===== config.mk =====
export PLATFORM = sky130hd
export DESIGN_NAME = ym2149_bus_master
export DESIGN_NICKNAME = d
export VERILOG_FILES = /design/src/rtl/ym2149_bus_master.sv
export SDC_FILE = /design/constraint.sdc
export NUM_CORES = 1
export LEC_CHECK = 0
export ABC_AREA = 1
export BUFFER_PORTS_ARGS = -buffer_cell sky130_fd_sc_hd__buf_4
export CORE_MARGIN = 8
export CORE_UTILIZATION = 24
export DETAILED_ROUTE_END_ITERATION = 10
export GPL_ROUTABILITY_DRIVEN = 1
export HOLD_SLACK_MARGIN = 0.03
export PLACE_DENSITY = 0.41
export SYNTH_ARGS = -nofsm -noshare
export SYNTH_HDL_FRONTEND = slang
export SYNTH_SLANG_ARGS = --single-unit

===== constraint.sdc =====
create_clock -name I_clk -period 2.2 [get_ports I_clk]
set_input_delay 0.44 -clock I_clk [delete_from_list [all_inputs] [get_ports I_clk]]
set_output_delay 0.44 -clock I_clk [all_outputs]
set_load 0.03 [all_outputs]

===== src/rtl/ym2149_bus_master.sv =====
// ym2149_bus_master
// Converts single register read/write requests into YM2149 CPU-bus cycles.
// Sequence per access: address latch (BDIR/BC1 = 11), setup gap (00),
// write (10) or read (01) strobe, hold gap (00), then back to idle.
// All bus outputs are registered; the values for each phase are loaded on
// the edge that enters that phase.
module ym2149_bus_master #(
  parameter int ADDR_CYC = 9,
  parameter int GAP_CYC  = 2,
  parameter int DATA_CYC = 14
) (
  input  logic       I_clk,
  input  logic       I_reset_n,
  input  logic       req_valid,
  output logic       req_ready,
  input  logic       req_wr,
  input  logic [3:0] req_addr,
  input  logic [7:0] req_data,
  output logic       rd_valid,
  output logic [7:0] rd_data,
  output logic       busy,
  output logic       bdir,
  output logic       bc1,
  output logic [7:0] da_o,
  output logic       da_oe,
  input  logic [7:0] da_i
);

  localparam int MAX_AG  = (ADDR_CYC > GAP_CYC) ? ADDR_CYC : GAP_CYC;
  localparam int MAX_CYC = (MAX_AG > DATA_CYC) ? MAX_AG : DATA_CYC;
  localparam int CW      = $clog2(MAX_CYC) + 1;

  // Down-counter reload values: a phase of N cycles counts N-1 .. 0.
  localparam logic [CW-1:0] ADDR_LD = CW'(ADDR_CYC - 1);
  localparam logic [CW-1:0] GAP_LD  = CW'(GAP_CYC - 1);
  localparam logic [CW-1:0] DATA_LD = CW'(DATA_CYC - 1);

  typedef enum logic [2:0] {
    S_IDLE,
    S_ADDR,
    S_SETUP,
    S_ACCESS,
    S_HOLD
  } state_t;

  state_t        state;
  logic [CW-1:0] cnt;
  logic          wr_q;
  logic [3:0]    addr_q;
  logic [7:0]    data_q;

  // Idle is the only state that can take a request.
  assign req_ready = (state == S_IDLE);

  // Phase sequencer with registered bus outputs and read capture.
  // NOTE: every register here is updated with <= so all of them see the
  // pre-edge values of state/cnt; blocking = would leak updates mid-block.
  always_ff @(posedge I_clk or negedge I_reset_n) begin
    if (!I_reset_n) begin
      state    <= S_IDLE;
      cnt      <= '0;
      wr_q     <= 1'b0;
      addr_q   <= 4'h0;
      data_q   <= 8'h00;
      busy     <= 1'b0;
      bdir     <= 1'b0;
      bc1      <= 1'b0;
      da_o     <= 8'h00;
      da_oe    <= 1'b0;
      rd_valid <= 1'b0;
      rd_data  <= 8'h00;
    end else begin
      // rd_valid is a strobe; only the ACCESS exit of a read raises it.
      rd_valid <= 1'b0;
      case (state)
        S_IDLE: begin
          if (req_valid) begin
            wr_q   <= req_wr;
            addr_q <= req_addr;
            data_q <= req_data;
            state  <= S_ADDR;
            cnt    <= ADDR_LD;
            busy   <= 1'b1;
            bdir   <= 1'b1;
            bc1    <= 1'b1;
            da_o   <= {4'h0, req_addr};
            da_oe  <= 1'b1;
          end
        end
        S_ADDR: begin
          if (cnt == '0) begin
            state <= S_SETUP;
            cnt   <= GAP_LD;
            bdir  <= 1'b0;
            bc1   <= 1'b0;
            // Writes present data early for setup; reads release the bus.
            da_o  <= wr_q ? data_q : 8'h00;
            da_oe <= wr_q;
          end else begin
            cnt <= cnt - CW'(1);
          end
        end
        S_SETUP: begin
          if (cnt == '0) begin
            state <= S_ACCESS;
            cnt   <= DATA_LD;
            bdir  <= wr_q;
            bc1   <= ~wr_q;
          end else begin
            cnt <= cnt - CW'(1);
          end
        end
        S_ACCESS: begin
          if (cnt == '0) begin
            state <= S_HOLD;
            cnt   <= GAP_LD;
            bdir  <= 1'b0;
            bc1   <= 1'b0;
            if (!wr_q) begin
              // Sample at the end of the full read strobe.
              rd_data  <= da_i;
              rd_valid <= 1'b1;
            end
          end else begin
            cnt <= cnt - CW'(1);
          end
        end
        S_HOLD: begin
          if (cnt == '0) begin
            state <= S_IDLE;
            cnt   <= '0;
            busy  <= 1'b0;
            da_o  <= 8'h00;
            da_oe <= 1'b0;
          end else begin
            cnt <= cnt - CW'(1);
          end
        end
        default: begin
          state <= S_IDLE;
          cnt   <= '0;
          busy  <= 1'b0;
          bdir  <= 1'b0;
          bc1   <= 1'b0;
          da_o  <= 8'h00;
          da_oe <= 1'b0;
        end
      endcase
    end
  end

  // Parameters below 1 would make a phase wrap the counter.
  initial begin : param_guard
  end

endmodule


== Word level (Yosys, flattened, before mapping) ==
Cells that the tools add are included.
Storage, ports and cells
  register bits after elaboration: 38
  input port bits: 24
  output and inout port bits: 22
  logic and storage cells: 64
Operators by class
  add/subtract/negate cells: 1
  eq/ne operators: 10
  mux-type cells: 27
  bitwise gates (word level): 4
  reductions and logical operators: 11
Operators with widths (number)
  $mux 8: 4
  $pmux 8 s4: 1
  $mux 5: 4
  $pmux 5 s4: 1
  $mux 3: 5
  $pmux 3 s5: 1
  $pmux 1 s4: 3
  $ne 2x2->1 const B: 5
  $reduce_and 4->1: 2
  $mux 1: 7
  $eq 3x2->1 const B: 2
  $reduce_and 3->1: 2
  $logic_not 5->1: 1
  $reduce_and 5->1: 1
  $sub 5x1->5 const B: 1
  $not 1->1: 4
  $reduce_or 2->1: 2
  $eq 3x1->1 const B: 1
  $eq 3x3->1 const B: 1
  $logic_not 3->1: 1
  $pmux 1 s3: 1
  $reduce_or 3->1: 1
  $ne 2x1->1 const B: 1
  $reduce_and 2->1: 1

== Depth between registers and ports, before layout ==
Gate-level depths: netlist of run 1.
  depth in word-level cells: 4
  gate-level depth with buffers: 9
  gate-level depth less buffers: 8

== Least setup slack after synthesis of run 1 ==
Ideal clock, no wire load.
  path type: register -> output
  start point: reg state[1]
  end point: out req_ready
  data arrival time: 958 ps
  required time: 1760 ps
  setup slack: 802 ps
  cell stages (with the launch flop): 6
  path buffers: 2
  path through: dfrtp_1 > buf_4 > inv_4 > nand2_2 > nor2_2 > buf_4
On the way
  word-level cells in the longest chain between the ends: 1
Ends and longest elaborated chain
  start, declared: line 46  | state_t state;
  start signal, assigned: line 60  | state <= S_IDLE;
  start signal, assigned: line 81  | state <= S_ADDR;
  start signal, assigned: line 92  | state <= S_SETUP;
  $logic_not 3->1: line 53  | assign req_ready = (state == S_IDLE);
  end, declared: line 15  | output logic req_ready,
No other way between the ends.

== Worst setup path after layout of run 1 ==
Same ends and word-level chain as after synthesis.

==> results of run 1 <==
[cells by family after synthesis]
logic type,Yosys count,synth area share (%)
xor+xnor,1,0.455
flops,38,49.4
buf+inv,31,7.67
compound gates,13,3.57
fa+ha+maj,1,0.650
simple gates,158,38.3
[worst max-delay path, stage by stage, from the launching register on]
cell and delay [ps]:
dfrtp_1 500, inv_4 160, nand2_2 90, nor2_2 300
buf_4 230
[sequential cells by signal (all words and copies together), names as in the netlist]
register / cells
bc1: 1
bdir: 1
busy: 1
cnt: 5
da_o: 8
da_oe: 1
data_q: 8
rd_data: 8
rd_valid: 1
state: 3
wr_q: 1
[routing by layer]
layer	up-vias	part of all wire, %	GRT usage, %
met5	-	0	0
met4	0	1.4	3.62
met3	5	5.7	3.05
met2	41	43	13.6
met1	745	50	11.8
li1	856	-	-
[stage by stage]
step / instances / hold WS (ps) / setup WS, ps / utilization, %
2_1_floorplan: 242 / 144 / 802 / -
3_3_place_gp: 383 / 457 / 527 / 30.3
3_5_place_dp: 383 / 460 / 504 / 30.3
4_1_cts: 390 / 141 / 187 / 31.7
5_1_grt: 390 / 154 / 99.3 / 31.7
6_report: 390 / 117 / 187 / 31.7
[report_power, final]
group | switching, mW | total (mW) | internal, mW
Sequential | 0.262 | 1.28 | 1.01
Combinational | 1.41 | 2.16 | 0.752
Clock | 0.242 | 0.605 | 0.363
Total | 1.91 | 4.04 | 2.13
[Yosys cell counts]
| cell type | number |
|---|---|
| o21ai_1 | 2 |
| buf_2 | 3 |
| o22ai_1 | 1 |
| buf_4 | 4 |
| buf_6 | 1 |
| o211ai_1 | 1 |
| dfrtp_1 | 38 |
| xor2_1 | 1 |
| o21ai_0 | 7 |
| inv_4 | 2 |
| nand4_1 | 9 |
| nand3_1 | 24 |
| inv_1 | 15 |
| nand2_1 | 100 |
| nand2_2 | 2 |
| nor2_1 | 12 |
| nand2_4 | 3 |
| nor2_4 | 2 |
| nor2_2 | 3 |
| a21oi_1 | 2 |
| inv_2 | 5 |
| clkbuf_1 | 1 |
| nand3_4 | 3 |
| ha_1 | 1 |
[worst paths after layout]
kind,to,depth (start not counted)
setup / recovery,req_ready,4
hold reg to reg,da_o[3],2
min in group I_clk,rd_data[1],3
hold / removal,cnt[1],1
setup reg to reg,wr_q,6
max in group asynchronous,bc1,1
[layout make-up]
class / count / area share (%)
sequential: 38 / 38.6
multi-input combinational: 173 / 33.5
timing repair buffer: 48 / 14.6
tap: 102 / 5.18
inverter: 22 / 3.55
clock buffer: 6 / 3.35
clock inverter: 1 / 1.22
[cells in the final DEF, fill, tap and decap left out]
master / instances
nand2_2: 2
nand3_1: 24
a21oi_1: 2
buf_4: 48
nand3_4: 3
nor2_4: 2
o21ai_1: 2
dfrtp_1: 38
o21ai_0: 7
nor2_1: 12
nand2_4: 3
clkbuf_8: 6
xor2_1: 1
inv_1: 15
inv_2: 5
o211ai_1: 1
bufinv_16: 1
nor2_2: 3
nand4_1: 9
ha_1: 1
nand2_1: 100
o22ai_1: 1
inv_4: 2
==> impl_metrics.env, run 1 <==
export IMPL_drive_gt1_share_pct=26.0
export IMPL_grt_setup_unrepaired="false"
export IMPL_worstSetupPathType="reg2out"
export IMPL_vias_per_cell=4.22
export IMPL_post_cts_resized=0
export IMPL_outcome="finished, final reports clean"
export IMPL_htreeDepth=2
export IMPL_finalClockSkew_ps=9.07
export IMPL_finalCriticalPeriod_ps=2010
export IMPL_dp_hpwl_mm=3.75
export IMPL_maxSlewHeadroom_pct=66.3
export IMPL_seq_area_um2=951
export IMPL_p_per_area_nw_per_um2=1640
export IMPL_yosys_warnings=0
export IMPL_initial_core_util_pct=24.8
export IMPL_regToRegStartpoint="state[1]"
export IMPL_endpoint_kind="output port"
export IMPL_firstDrtPassIters=4
export IMPL_antenna_found_initial=0
export IMPL_setup_tns_ps=0
export IMPL_setup_viol=0
export IMPL_finalCritPeriodShare_pct=91.5
export IMPL_numClockSinks=38
export IMPL_fillers=858
export IMPL_synthTopCellsByArea="dfrtp_1 49%, nand2_1 19%, nand3_1 6.2%"
export IMPL_gr_usage_all_layers_pct=9.10
export IMPL_grt_pass1_wl_mm=8.18
export IMPL_n_antenna_cell=0
export IMPL_crit_path_start="state[1]"
export IMPL_tritoncts="built"
export IMPL_wl_per_cell_um=12.8
export IMPL_rows=32
export IMPL_cts_setup_buffers=0
export IMPL_wirelength_mm=4.99
export IMPL_synth_top_area_cell="dfrtp_1"
export IMPL_maxSlewViolCount=0
export IMPL_grt_pass1_vias=1683
export IMPL_clk_path_buf_depth=2
export IMPL_syn_area_per_cell_um2=7.96
export IMPL_synthToLayoutAreaGrowth_pct=28.1
export IMPL_route_antenna_remaining_nets=0
export IMPL_vias=1647
export IMPL_drc=0
export IMPL_insertion_delay_ps=290
export IMPL_synth_top_area_share_pct=49.4
export IMPL_grt_overflow=0
export IMPL_portBuffers=45
export IMPL_dr_first_iter_drc_count=81
export IMPL_grt_start_max_net_pins=39
export IMPL_crit_required_ps=1760
export IMPL_holdBufCountCts=0
export IMPL_hp_class="in2async"
export IMPL_syn_num_nets=267
export IMPL_design_area_um2=2470
export IMPL_boundaryPins=46
export IMPL_die_y_um=106
export IMPL_multiInputGateArea_um2=827
export IMPL_synth_seq_area_share_pct=49.4
export IMPL_core_area_um2=7770
export IMPL_p_leak_nw=1.33
export IMPL_syn_inst=242
export IMPL_cts_root_buf="clkbuf_8"
export IMPL_ys_ff_latch=38
export IMPL_dieArea_um2=11100
export IMPL_worst_pin_slew_ps=505
export IMPL_ys_types=24
export IMPL_rrSetupSlack_ps=490
export IMPL_cp_start_kind="flop"
export IMPL_power_total_mw=4.04
export IMPL_peakVddDrop_mv=0.404
export IMPL_numCtsBuffers=5
export IMPL_placed_area_um2=2350
export IMPL_synth_area_um2=1930
export IMPL_die_x_um=106
export IMPL_gp_congestion=0.726
export IMPL_nNetsFinal=313
export IMPL_hold_viol_final=0
export IMPL_drv_cap=0
export IMPL_clock_fmax_mhz=497
export IMPL_clk_pin_slew_ps=70
export IMPL_cp_arrival_ps=1570
export IMPL_cp_max_fo=8
Note: power is estimated with default switching activity, not from simulation.
==> run 2: changes to the inputs <==
--- a/config.mk
+++ b/config.mk
@@ -8,11 +8,11 @@
 export ABC_AREA = 1
 export BUFFER_PORTS_ARGS = -buffer_cell sky130_fd_sc_hd__buf_4
 export CORE_MARGIN = 8
-export CORE_UTILIZATION = 24
+export CORE_UTILIZATION = 40
 export DETAILED_ROUTE_END_ITERATION = 10
 export GPL_ROUTABILITY_DRIVEN = 1
 export HOLD_SLACK_MARGIN = 0.03
-export PLACE_DENSITY = 0.41
+export PLACE_DENSITY = 0.61
 export SYNTH_ARGS = -nofsm -noshare
 export SYNTH_HDL_FRONTEND = slang
 export SYNTH_SLANG_ARGS = --single-unit
==> constraint.sdc (replaced) <==
create_clock -name I_clk -period 2.3 [get_ports I_clk]
set_input_delay 0.46 -clock I_clk [delete_from_list [all_inputs] [get_ports I_clk]]
set_output_delay 0.46 -clock I_clk [all_outputs]
set_load 0.03 [all_outputs]
==> impl_metrics.env, run 2 (same netlist as run 1, synthesis figures left out) <==
export IMPL_power_total_mw=3.74
export IMPL_regToRegEndpoint="rd_data[2]"
export IMPL_p_int_mw=1.92
export IMPL_die_x_um=85.4
export IMPL_clock_fmax_mhz=495
export IMPL_portBuffers=45
export IMPL_hold_viol_final=0
export IMPL_design_area_um2=2380
export IMPL_setup_viol=0
export IMPL_cts_root_buf="clkbuf_8"
export IMPL_endpoint_kind="output port"
export IMPL_cts_setup_buffers=0
export IMPL_power_switching_mw=1.82
export IMPL_pwr_share_comb_pct=54.4
export IMPL_crit_path_start="state[1]"
export IMPL_setup_tns_ps=0
export IMPL_post_cts_resized=0
export IMPL_finalClockSkew_ps=5.84
export IMPL_holdBufCountCts=0
export IMPL_insertion_delay_ps=290
export IMPL_drv_cap=0
export IMPL_grt_pass1_vias=1741
export IMPL_numCtsBuffers=5
export IMPL_grt_pass1_wl_mm=8.11
export IMPL_worst_pin_slew_ps=516
export IMPL_peakVddDrop_mv=0.575
export IMPL_nNetsFinal=312
export IMPL_outcome="finished, final reports clean"
export IMPL_dr_first_iter_drc_count=133
export IMPL_maxSlewViolCount=0
export IMPL_htreeDepth=2
export IMPL_tritoncts="built"
export IMPL_wirelength_mm=4.49
export IMPL_p_per_area_nw_per_um2=1570
export IMPL_synthToLayoutAreaGrowth_pct=23.7
export IMPL_clkPwrFrac_pct=12.8
export IMPL_antenna_found_initial=0
export IMPL_power_switching_share_pct=48.7
export IMPL_n_antenna_cell=0
export IMPL_gr_usage_all_layers_pct=13.7
export IMPL_rrSetupSlack_ps=410
export IMPL_vias=1655
export IMPL_clk_pin_slew_ps=80
export IMPL_wl_per_cell_um=13.1
export IMPL_grt_overflow=0
export IMPL_grt_setup_unrepaired="false"
export IMPL_dp_hpwl_mm=3.35
export IMPL_finalCriticalPeriod_ps=2020
export IMPL_route_antenna_remaining_nets=0
export IMPL_crit_required_ps=1840
export IMPL_die_y_um=85.4
export IMPL_initial_core_util_pct=41.0
export IMPL_cp_max_fo=8
export IMPL_placed_area_um2=2290
export IMPL_clk_path_buf_depth=2
export IMPL_grt_start_max_net_pins=39
export IMPL_drive_gt1_share_pct=26.0
export IMPL_largestRegisters="da_o x8, data_q x8, rd_data x8"
export IMPL_reg2reg_depth=8
export IMPL_seqPwrFrac_pct=32.8
export IMPL_drc=0
export IMPL_hp_class="in2async"
export IMPL_rows=25
export IMPL_cp_start_kind="flop"
export IMPL_p_leak_nw=1.31
export IMPL_crit_end="req_ready"
export IMPL_core_area_um2=4690
export IMPL_finalCritPeriodShare_pct=87.8
export IMPL_mostFrequentLayoutCells="100 x nand2_1, 47 x buf_4, 38 x dfrtp_1"
export IMPL_firstDrtPassIters=4
export IMPL_gp_congestion=0.808
export IMPL_final_common_cell="nand2_1"
export IMPL_numClockSinks=38
export IMPL_cp_arrival_ps=1560
export IMPL_vias_per_cell=4.84
export IMPL_worstSetupPathType="reg2out"
export IMPL_boundaryPins=46
export IMPL_maxSlewHeadroom_pct=65.5
export IMPL_dieArea_um2=7290
export IMPL_regToRegStartpoint="cnt[0]"
-- run 2: cell types whose count changed in the layout (fill, tap and decap cells not counted) --
| cell | delta |
|---|---|
| buf_4 | -1 |
| bufinv_16 | -1 |
| clkinv_2 | +1 |
| clkinvlp_4 | +1 |
-- run 2: per-stage QoR --
step	hold WS, ps	instances	worst slack [ps]	util, %
after floorplan	164	242	882	-
after global placement	457	334	511	48.7
after detailed placement	460	334	413	48.7
after CTS	136	342	253	50.7
after global routing	156	342	139	50.7
final	126	342	281	50.7
-- run 2: worst min-delay path by stage --
stage | end | slack (ps) | cells past startpoint
after CTS | rd_data[4] | 140 | 1
final | cnt[4] | 130 | 1
after floorplan | bc1 | 160 | 0
after global routing | rd_data[4] | 160 | 1
after global placement | cnt[1] | 460 | 1
after detailed placement | busy | 460 | 1
-- run 2: layer usage --
metal	vias up	routed length (um)	GRT usage, %
li1	855	-	-
met1	750	2190	17.6
met2	46	1950	20.7
met3	4	309	5.31
met4	0	38	4.14
met5	-	0	0
-- run 2: power by group through the flow --
| stage | Clock, mW | Combinational (mW) | Sequential (mW) |
|---|---|---|---|
| 3_5_place_dp | 0 | 2.07 | 1.23 |
| 6_report | 0.480 | 2.04 | 1.23 |
| 3_3_place_gp | 0 | 2.04 | 1.23 |
| 5_1_grt | 0.531 | 2.32 | 1.27 |
| 4_1_cts | 0.500 | 2.06 | 1.23 |
| 2_1_floorplan | 0 | 1.26 | 1.45 |
-- run 2: final cells by class --
cell class / count / area (um2)
fillers: 478 / 2310
flip-flops and latches: 38 / 951
multi-input cells: 173 / 827
clock inverters: 2 / 12.5
clock buffers: 6 / 82.6
repair buffers: 47 / 353
well taps: 54 / 67.6
inverters: 22 / 87.6
-- run 2: worst max-delay path: stages (launching register included) --
cell	delay, ps
dfrtp_1	510
inv_4	160
nand2_2	90
nor2_2	270
buf_4	230
